## src/rtl/area_point_gen_if.sv

```systemverilog
// Valid/ready coordinate stream carrying one (row, col, tier) point per beat.
// The generator drives it through the master modport; the consumer uses slave.
interface area_point_gen_if;
  logic       out_valid;
  logic       out_ready;
  logic [6:0] out_row;
  logic [6:0] out_col;
  logic [1:0] out_tier;

  modport master (
    output out_valid,
    output out_row,
    output out_col,
    output out_tier,
    input  out_ready
  );

  modport slave (
    input  out_valid,
    input  out_row,
    input  out_col,
    input  out_tier,
    output out_ready
  );
endinterface

```

## src/rtl/area_point_gen.sv

```systemverilog
// Streams the 12-point highlight halo around a centre row ID, skipping rows off the panel.
// Optional macro TIER_MASK_EN adds a per-tier enable input latched with the ID.
module area_point_gen #(
  parameter int F_COL = 96,
  parameter int ROWS  = 64
) (
  input  logic             clk,
  input  logic             rst,
  input  logic             start,
  input  logic [6:0]       id,
`ifdef TIER_MASK_EN
  input  logic [2:0]       tier_mask,
`endif
  area_point_gen_if.master bus,
  output logic             busy,
  output logic             done
);

  typedef enum logic [1:0] {IDLE, RUN, FIN} state_e;

  typedef struct packed {
    logic [6:0] row;
    logic [6:0] col;
    logic [1:0] tier;
  } point_t;

  localparam logic [3:0] LAST_IDX = 4'd11;
  localparam logic [7:0] ROWS_LIM = 8'(ROWS);
  localparam logic [6:0] COL_T1   = 7'(F_COL);
  localparam logic [6:0] COL_T2   = 7'(F_COL - 1);
  localparam logic [6:0] COL_T3   = 7'(F_COL - 2);

  state_e     state_q, state_d;
  logic [3:0] idx_q, idx_d;
  logic [6:0] id_q, id_d;
  logic       valid_q, valid_d;
  logic [6:0] row_q, row_d;
  logic [6:0] col_q, col_d;
  logic [1:0] tier_q, tier_d;
`ifdef TIER_MASK_EN
  logic [2:0] mask_q, mask_d;
`endif

  logic       advance;
  logic       lastIdx;
  logic       load;
  logic [3:0] evalIdx;
  logic [6:0] evalId;
  logic [2:0] evalMask;
  logic       tierOn;
  point_t     pt;

  // Fixed emission order; row arithmetic wraps modulo 128 so rows near 0 land high and get skipped.
  function automatic point_t pointOf(input logic [3:0] k, input logic [6:0] c);
    point_t p;
    p.row  = c;
    p.col  = COL_T1;
    p.tier = 2'd1;
    case (k)
      4'd0:  ;
      4'd1:  begin p.row = c - 7'd1; p.col = COL_T2; p.tier = 2'd2; end
      4'd2:  begin p.row = c + 7'd1; p.col = COL_T2; p.tier = 2'd2; end
      4'd3:  begin p.row = c - 7'd1; p.col = COL_T1; p.tier = 2'd2; end
      4'd4:  begin p.row = c + 7'd1; p.col = COL_T1; p.tier = 2'd2; end
      4'd5:  begin p.row = c - 7'd2; p.col = COL_T2; p.tier = 2'd3; end
      4'd6:  begin p.row = c + 7'd2; p.col = COL_T2; p.tier = 2'd3; end
      4'd7:  begin p.row = c - 7'd2; p.col = COL_T1; p.tier = 2'd3; end
      4'd8:  begin p.row = c + 7'd2; p.col = COL_T1; p.tier = 2'd3; end
      4'd9:  begin p.row = c - 7'd2; p.col = COL_T3; p.tier = 2'd3; end
      4'd10: begin p.row = c + 7'd2; p.col = COL_T3; p.tier = 2'd3; end
      4'd11: begin p.row = c;        p.col = COL_T3; p.tier = 2'd3; end
      default: ;
    endcase
    return p;
  endfunction

  // A skipped index (valid low) always advances; a presented one waits for ready.
  assign advance = valid_q ? bus.out_ready : 1'b1;
  assign lastIdx = (idx_q == LAST_IDX);

  always_ff @(posedge clk) begin
    if (rst) begin
      state_q <= IDLE;
      idx_q   <= '0;
      id_q    <= '0;
      valid_q <= 1'b0;
      row_q   <= '0;
      col_q   <= '0;
      tier_q  <= '0;
`ifdef TIER_MASK_EN
      mask_q  <= '0;
`endif
    end else begin
      state_q <= state_d;
      idx_q   <= idx_d;
      id_q    <= id_d;
      valid_q <= valid_d;
      row_q   <= row_d;
      col_q   <= col_d;
      tier_q  <= tier_d;
`ifdef TIER_MASK_EN
      mask_q  <= mask_d;
`endif
    end
  end

  always_comb begin
    state_d = state_q;
    case (state_q)
      IDLE:    if (start) state_d = RUN;
      RUN:     if (advance && lastIdx) state_d = FIN;
      FIN:     state_d = IDLE;
      default: state_d = IDLE;
    endcase
  end

  always_comb begin
    busy    = (state_q != IDLE);
    done    = (state_q == FIN);
    idx_d   = idx_q;
    id_d    = id_q;
    valid_d = valid_q;
    row_d   = row_q;
    col_d   = col_q;
    tier_d  = tier_q;
    load    = 1'b0;
    evalIdx = idx_q;
    evalId  = id_q;
`ifdef TIER_MASK_EN
    mask_d   = mask_q;
    evalMask = mask_q;
`else
    evalMask = 3'b111;
`endif

    case (state_q)
      IDLE: begin
        if (start) begin
          idx_d   = '0;
          id_d    = id;
          evalIdx = '0;
          evalId  = id;
          load    = 1'b1;
`ifdef TIER_MASK_EN
          mask_d   = tier_mask;
          evalMask = tier_mask;
`endif
        end
      end
      RUN: begin
        if (advance) begin
          if (lastIdx) begin
            valid_d = 1'b0;
          end else begin
            idx_d   = idx_q + 4'd1;
            evalIdx = idx_q + 4'd1;
            load    = 1'b1;
          end
        end
      end
      FIN: begin
        valid_d = 1'b0;
        idx_d   = '0;
      end
      default: valid_d = 1'b0;
    endcase

    pt = pointOf(evalIdx, evalId);
    case (pt.tier)
      2'd1:    tierOn = evalMask[0];
      2'd2:    tierOn = evalMask[1];
      default: tierOn = evalMask[2];
    endcase

    if (load) begin
      valid_d = ({1'b0, pt.row} < ROWS_LIM) && tierOn;
      row_d   = pt.row;
      col_d   = pt.col;
      tier_d  = pt.tier;
    end
  end

  assign bus.out_valid = valid_q;
  assign bus.out_row   = row_q;
  assign bus.out_col   = col_q;
  assign bus.out_tier  = tier_q;

endmodule

```

## src/flat_wrapper.sv

```systemverilog
// flat-port wrapper written by rule: the top's interface ports become plain ports
module area_point_gen_flat 
#(
  parameter int F_COL = 96,
  parameter int ROWS  = 64
)
  (clk, rst, start, id, busy, done, bus_out_valid, bus_out_row, bus_out_col, bus_out_tier, bus_out_ready);
  area_point_gen_if bus_i ();
  input  logic clk;
  input  logic rst;
  input  logic start;
  input  logic [6:0] id;
  output logic busy;
  output logic done;
  output wire logic [$bits(bus_i.out_valid)-1:0] bus_out_valid;
  output wire logic [$bits(bus_i.out_row)-1:0] bus_out_row;
  output wire logic [$bits(bus_i.out_col)-1:0] bus_out_col;
  output wire logic [$bits(bus_i.out_tier)-1:0] bus_out_tier;
  input wire logic [$bits(bus_i.out_ready)-1:0] bus_out_ready;
  assign bus_out_valid = bus_i.out_valid;
  assign bus_out_row = bus_i.out_row;
  assign bus_out_col = bus_i.out_col;
  assign bus_out_tier = bus_i.out_tier;
  assign bus_i.out_ready = bus_out_ready;
  area_point_gen #(.F_COL(F_COL), .ROWS(ROWS)) u_core (.clk(clk), .rst(rst), .start(start), .id(id), .bus(bus_i), .busy(busy), .done(done));
endmodule
```

## config.mk

```make
export PLATFORM = sky130hd
export DESIGN_NAME = area_point_gen_flat
export DESIGN_NICKNAME = d
export VERILOG_FILES = /design/src/rtl/area_point_gen_if.sv /design/src/rtl/area_point_gen.sv /design/src/flat_wrapper.sv
export SDC_FILE = /design/constraint.sdc
export NUM_CORES = 1
export LEC_CHECK = 0
export ABC_AREA = 1
export CAP_MARGIN = 20
export CORE_ASPECT_RATIO = 1.75
export CORE_UTILIZATION = 56
export CTS_BUF_LIST = sky130_fd_sc_hd__clkbuf_4
export DETAILED_ROUTE_END_ITERATION = 16
export PLACE_DENSITY = 0.87
export SLEW_MARGIN = 20
export SYNTH_ARGS = -nofsm -noshare
export SYNTH_HDL_FRONTEND = slang
export SYNTH_SLANG_ARGS = --single-unit
```

## constraint.sdc

```tcl
create_clock -name clk -period 3.15 [get_ports clk]
set_clock_uncertainty 0.05 [all_clocks]
set_input_delay 0.4725 -clock clk [delete_from_list [all_inputs] [get_ports clk]]
set_output_delay 0.4725 -clock clk [all_outputs]
set_load 0.005 [all_outputs]
```

==> summary.txt, run 1 <==
Outcome
  – Status: finished clean

Placement
  – Final GP Congestion: 0.973
  – Port Buffers: 29
  – Pre-CTS WS: 112 ps
  – HPWL after detailed placement: 4030 um

Logic synthesis
  – Synth area leader: dfxtp_1
  – Netlist cell types: 31
  – Register bit count reported by yosys: 27
  – Mapped Cells: 335
  – Register area share after synthesis: 0.263
  – Synth top area share: 0.263
  – Post-Syn Area: 2060 um2
  – Synth top area cells: dfxtp_1 (26%), nand2_1 (17%), nor2_1 (7.3%), inv_1 (7.1%), ha_1 (6.7%)
  – Number of synthesized flops with an enable pin: 0
  – Ys flop type: dfxtp_1
  – Yosys warnings: 0
  – Synthesized netlist net count: 357
  – Synth async-reset ratio: 0
  – Mapped Avg Cell Area: between 6 and 7 um2

Final layout
  – Nets: 390
  – Commonest non-fill, non-tap cells in the layout: nand2_1 (95), nor2_1 (40), inv_1 (39)
  – Area delta synth->final: 18.7%
  – Commonest non-fill, non-tap cell in the layout: nand2_1
  – Fin util: 0.712
  – Fill cells: 333
  – Share of layout cells above drive strength 1: 0.0790
  – Register area: ~540 um2
  – Number of diodes: 0
  – Footprint of the multi-input gates: 1300 um2

Timing
  – WHS: 427 ps
  – # setup viols final: 0
  – Max Clk Rate: 0.359 GHz
  – RSZ-0062 raised after global routing: no
  – Max transition margin: 0.740
  – Final Slew Violations: 0
  – Final worst setup slack: 366 ps
  – Final min period: 2780 ps
  – Setup TNS: 0 ps
  – Worst-margin pin slew: just under 400 ps
  – Final Hold Viols: 0
  – Period utilisation layout: 0.884

Die
  – Top Ports: 30
  – Die Y: 82.2 um
  – Die width: 47.8 um
  – Initial core utilization: 0.599
  – Core Area: 3430 um2
  – Core Rows: 28
  – Die ar.: ~4000 um2

Clocking
  – Clk pin slew, worst setup/hold paths: ~160 ps
  – Total CTS buffers: 3
  – CTS H-tree depth: 1
  – CTS tree: done
  – Latest clock arrival within the worst-skew pair: roughly 350 ps
  – CTS root buf: clkbuf_4
  – Postcts setup bufs: 0
  – Max clock buf depth: 2
  – Clock sinks: 27
  – CTS Hold Buffers Added: 0

Hold path
  – Min-Delay Path Class: reg2reg

Setup path
  – Worst EP arrival: 2990 ps
  – Bufs and invs on worst path: 3
  – Crit start category: flip-flop
  – Max incr delay on CP: 450 ps
  – Worst R2R Setup Slack: between 300 and 400 ps
  – R2r worst-path depth: 16
  – CP max-delay cell: dfxtp_1
  – Cell family with most CP delay: simple AND/OR/NAND/NOR gates
  – Reg-to-Reg Start: u_core.state_q[0]
  – Top cell by count, worst path: nand2_1
  – Crit path depth: 16
  – RR Endpoint: u_core.bus.out_row[5]
  – Setup CP Type: reg2reg
  – Worst Setup EP: u_core.bus.out_row[5]
  – Worst setup path start: u_core.state_q[0]
  – Crit path capture type: flip-flop
  – Crit path cell chain: inv_1, ha_1, nand2_4, inv_2, nand2_1, nand2_2, inv_1, ha_1, nand2_1, nor2_1, o21ai_0, xor2_1, nand2_1, o21ai_1, nor3_1, a21oi_1
  – CP required: 3360 ps
  – Max FO, Critical Path: 14

Global routing
  – Largest net degree at the start of global routing: 19
  – Global route total overflow: 0
  – Vias in the first global route: 1,913
  – Total track usage: 0.290
  – First-pass GRT wire length: slightly above 8000 um
  – Initial antenna violation count: 0

Power and ir drop
  – Pwr Density: 572 nW/um2
  – Leakage: 1.16 nW
  – VDD IR max: around 0.47 mV

Detailed routing
  – Total routed wirelength: 5060 um
  – Final ANT Viol Nets: 0
  – DR pass1 iterations: 5
  – DRC violations left: 0
  – Vias: roughly 2,100
  – Detailed-route wire length per cell: 12.3 um
  – DR iter-0 viols: about 90
  – Avg Vias per Cell: 5.18

Job
  – Total of max-cap violations: 0
final cells by class:
class / instances / area share
clock buffer: 3 / 0.00922
clock inverter: 1 / 0.00307
inverter: 44 / 0.0676
multi-input combinational: 255 / 0.533
sequential: 27 / 0.221
tap: 45 / 0.0230
timing repair buffer: 37 / 0.143
worst min-delay path, stage by stage, from the launching register on:
cell,delay (ps)
dfxtp_1,340
nand2_1,60
a21oi_1,50
per-stage QoR:
step                instance area, um2  instances  power [W]
floorplan                         2060        335   0.000963
global route                      2440        412    0.00153
CTS                               2440        412    0.00140
detailed placement                2410        408    0.00123
finish                            2440        412    0.00140
global placement                  2410        408    0.00122
sequential cells by signal, indices dropped and copies added (netlist names):
name,cells
u_core.bus.out_tier,2
u_core.idx_q,4
u_core.state_q,2
u_core.id_q,7
u_core.bus.out_valid,1
u_core.bus.out_col,4
u_core.bus.out_row,7
kinds of logic (layout without fill, tap and decap cells):
family | after synthesis | in the layout | share of synthesized area
AO/OA/AOI/OAI | 53 | 53 | 0.148
XOR/XNOR | 11 | 11 | 0.0468
adder cells (fa/ha/maj) | 11 | 11 | 0.0669
buffers and inverters | 53 | 85 | 0.108
flip-flops | 27 | 27 | 0.263
AND/OR/NAND/NOR | 180 | 180 | 0.368
cell usage after synthesis, types with 4 or more instances:
library cell,n
clkbuf_1,4
inv_2,4
nand2_1,95
dfxtp_1,27
o21ai_0,16
ha_1,11
a21oi_1,24
nand4_1,5
nand3_1,25
nand2_2,6
xor2_1,10
buf_4,4
inv_1,39
nor2_1,40
metal layers:
layer / global-route usage / routed length (um) / vias up
li1: - / - / 1128
met1: 0.291 / 1890 / 945
met2: 0.536 / 2880 / 43
met3: 0.0326 / 119 / 17
met4: 0.161 / 168 / 0
met5: 0 / 0 / -
power breakdown:
| group | switching, W | internal [W] |
|---|---|---|
| Sequential | 0.0000380 | 0.000406 |
| Combinational | 0.000461 | 0.000331 |
| Clock | 0.000113 | 0.0000489 |
| Total | 0.000612 | 0.000786 |
how the worst min path moves through the flow:
stage / startpoint / endpoint / slack [ps] / cells after the start
after global placement: u_core.bus.out_tier[1] / u_core.bus.out_tier[1] / 410 / 2
after CTS: u_core.bus.out_tier[1] / u_core.bus.out_tier[1] / 430 / 2
after detailed placement: u_core.bus.out_tier[1] / u_core.bus.out_tier[1] / 410 / 2
after floorplan: u_core.bus.out_tier[1] / u_core.bus.out_tier[1] / 410 / 2
after global routing: u_core.bus.out_tier[1] / u_core.bus.out_tier[1] / 460 / 2
final: u_core.bus.out_tier[1] / u_core.bus.out_tier[1] / 430 / 2
repair_timing:
item | 4_1_cts | 5_1_grt
setup endpoints to repair | 0 | 1
endpoints found under the hold margin | 0 | 0
resized for setup | 0 | 1
No activity file was read; power rests on OpenSTA's default activity.
==> run 2: changes to the inputs <==
--- a/config.mk
+++ b/config.mk
@@ -7,12 +7,10 @@
 export LEC_CHECK = 0
 export ABC_AREA = 1
 export CAP_MARGIN = 20
-export CORE_ASPECT_RATIO = 1.75
 export CORE_UTILIZATION = 56
 export CTS_BUF_LIST = sky130_fd_sc_hd__clkbuf_4
 export DETAILED_ROUTE_END_ITERATION = 16
 export PLACE_DENSITY = 0.87
-export SLEW_MARGIN = 20
 export SYNTH_ARGS = -nofsm -noshare
 export SYNTH_HDL_FRONTEND = slang
 export SYNTH_SLANG_ARGS = --single-unit
==> summary.txt, run 2 (synthesis gave the netlist of run 1 again) <==
Detailed routing
  – Final ANT Viol Nets: 0
  – DRC violations left: 0
  – Vias: 2,163
  – DR iter-0 viols: about 110
  – Total routed wirelength: 4980 um
  – Detailed-route wire length per cell: 12.2 um
  – Avg Vias per Cell: 5.29
  – DR pass1 iterations: 4

Setup path
  – CP max-delay cell: dfxtp_1
  – Max incr delay on CP: around 440 ps
  – CP required: 3350 ps
  – Crit path cell chain: inv_1, ha_1, nand2_2, inv_2, nand2_1, nand2_2, inv_1, ha_1, nand2_1, nor2_1, o21ai_0, xor2_1, nand2_1, o21ai_1, nor3_1, a21oi_1
  – Max FO, Critical Path: 14
  – Setup CP Type: reg2reg
  – Top cell by count, worst path: nand2_1
  – Crit start category: flip-flop
  – Worst setup path start: u_core.state_q[0]
  – Crit path capture type: flip-flop
  – Reg-to-Reg Start: u_core.state_q[0]
  – Worst EP arrival: 2990 ps

Power and ir drop
  – VDD IR max: 0.356 mV
  – Switching part of the total power: 0.440
  – Internal cell power: 0.000777 W
  – Seq pwr share: 0.319
  – Clock power share: 0.123
  – Pwr Density: 575 nW/um2
  – P_sw: 0.000610 W
  – Leakage: approximately 1.1 nW
  – Gate power share: 0.558
  – Power Total: 0.00139 W

Hold path
  – Min-Delay Path Class: reg2reg
  – Hold_sp: u_core.bus.out_tier[1]

Die
  – Core Rows: 21
  – Initial core utilization: 0.603
  – Die Y: 62.6 um
  – Die width: 62.6 um
  – Die ar.: 3920 um2
  – Top Ports: 30
  – Core Area: 3420 um2

Final layout
  – Share of layout cells above drive strength 1: 0.0689
  – Number of diodes: 0
  – Commonest non-fill, non-tap cell in the layout: nand2_1
  – Fin util: 0.705
  – Area delta synth->final: 17.1%
  – Fill cells: 316
  – Nets: between 300 and 400
  – Commonest non-fill, non-tap cells in the layout: nand2_1 (95), nor2_1 (40), inv_1 (39)

Timing
  – Final Slew Violations: 0
  – Setup TNS: 0 ps
  – Max Clk Rate: 0.359 GHz
  – Max transition margin: 0.722
  – Worst-margin pin slew: 417 ps
  – # setup viols final: 0
  – Final Hold Viols: 0
  – Period utilisation layout: 0.885
  – WHS: 427 ps
  – Final worst setup slack: 362 ps
  – Final min period: 2790 ps
  – RSZ-0062 raised after global routing: no

Placement
  – Pre-CTS WS: 155 ps
  – Port Buffers: 29
  – Final GP Congestion: a little over 1
  – HPWL after detailed placement: 3730 um

Clocking
  – CTS tree: done
  – Post-cts sizing count: 0
  – CTS Hold Buffers Added: 0
  – Latest clock arrival within the worst-skew pair: 340 ps
  – Total CTS buffers: 3
  – Clock sinks: 27
  – Clk pin slew, worst setup/hold paths: roughly 150 ps
  – CTS root buf: clkbuf_4
  – Max clock buf depth: 2
  – CTS H-tree depth: 1
  – Postcts setup bufs: 0

Global routing
  – Total track usage: 0.272
  – Initial antenna violation count: 0
  – Vias in the first global route: 1,982
  – First-pass GRT wire length: 8650 um
  – Global route total overflow: 0
  – Largest net degree at the start of global routing: 19

Job
  – Total of max-cap violations: 0

Outcome
  – Status: finished clean
-- run 2: cell count changes in the layout (fill, tap and decap cells not counted), sizes merged --
| cell | delta |
|---|---|
| buf | -4 |
| clkbuf | +1 |
| clkinvlp | -1 |
-- run 2: worst max-delay path: cells and delay by family, from the launching register on --
| family | cells | cell delay [ps] |
|---|---|---|
| XOR/XNOR | 1 | 160 |
| AO/OA/AOI/OAI | 3 | 270 |
| flip-flops | 1 | 440 |
| AND/OR/NAND/NOR | 7 | 910 |
| buffers and inverters | 3 | 360 |
| adder cells (fa/ha/maj) | 2 | 490 |
-- run 2: path summary, 6_finish.rpt --
check                                 to  slack [ps]  cells after the start
setup / recovery   u_core.bus.out_row[5]         360                     16
hold / removal    u_core.bus.out_tier[1]         430                      2
setup reg to reg   u_core.bus.out_row[5]         360                     16
hold reg to reg   u_core.bus.out_tier[1]         430                      2
-- run 2: stage by stage --
| stage | cells | cell area (um2) |
|---|---|---|
| CTS | 409 | 2410 |
| finish | 409 | 2410 |
| floorplan | 335 | 2060 |
| global placement | 405 | 2380 |
| global route | 409 | 2410 |
| detailed placement | 405 | 2380 |
-- run 2: area by class of cell --
class,count,area (um2),share of cell area
Multi-Input combinational cell,255,1300,0.538
Sequential cell,27,541,0.224
Timing Repair Buffer,33,320,0.133
Inverter,44,165,0.0685
Tap cell,46,57.6,0.0239
Clock buffer,4,30.0,0.0125
-- run 2: power groups by stage --
| stage | clock network (W) | registers, W | logic (W) |
|---|---|---|---|
| floorplan | 0 | 0.000449 | 0.000514 |
| global placement | 0 | 0.000449 | 0.000748 |
| detailed placement | 0 | 0.000450 | 0.000760 |
| CTS | 0.000170 | 0.000443 | 0.000767 |
| global route | 0.000183 | 0.000451 | 0.000863 |
| finish | 0.000170 | 0.000442 | 0.000774 |
-- run 2: layer usage --
layer,vias up,part of all wire,track usage
li1,1114,-,-
met1,986,0.48,0.361
met4,0,0.012,0.0930
met3,7,0.051,0.0237
met5,-,0,0
met2,56,0.46,0.461
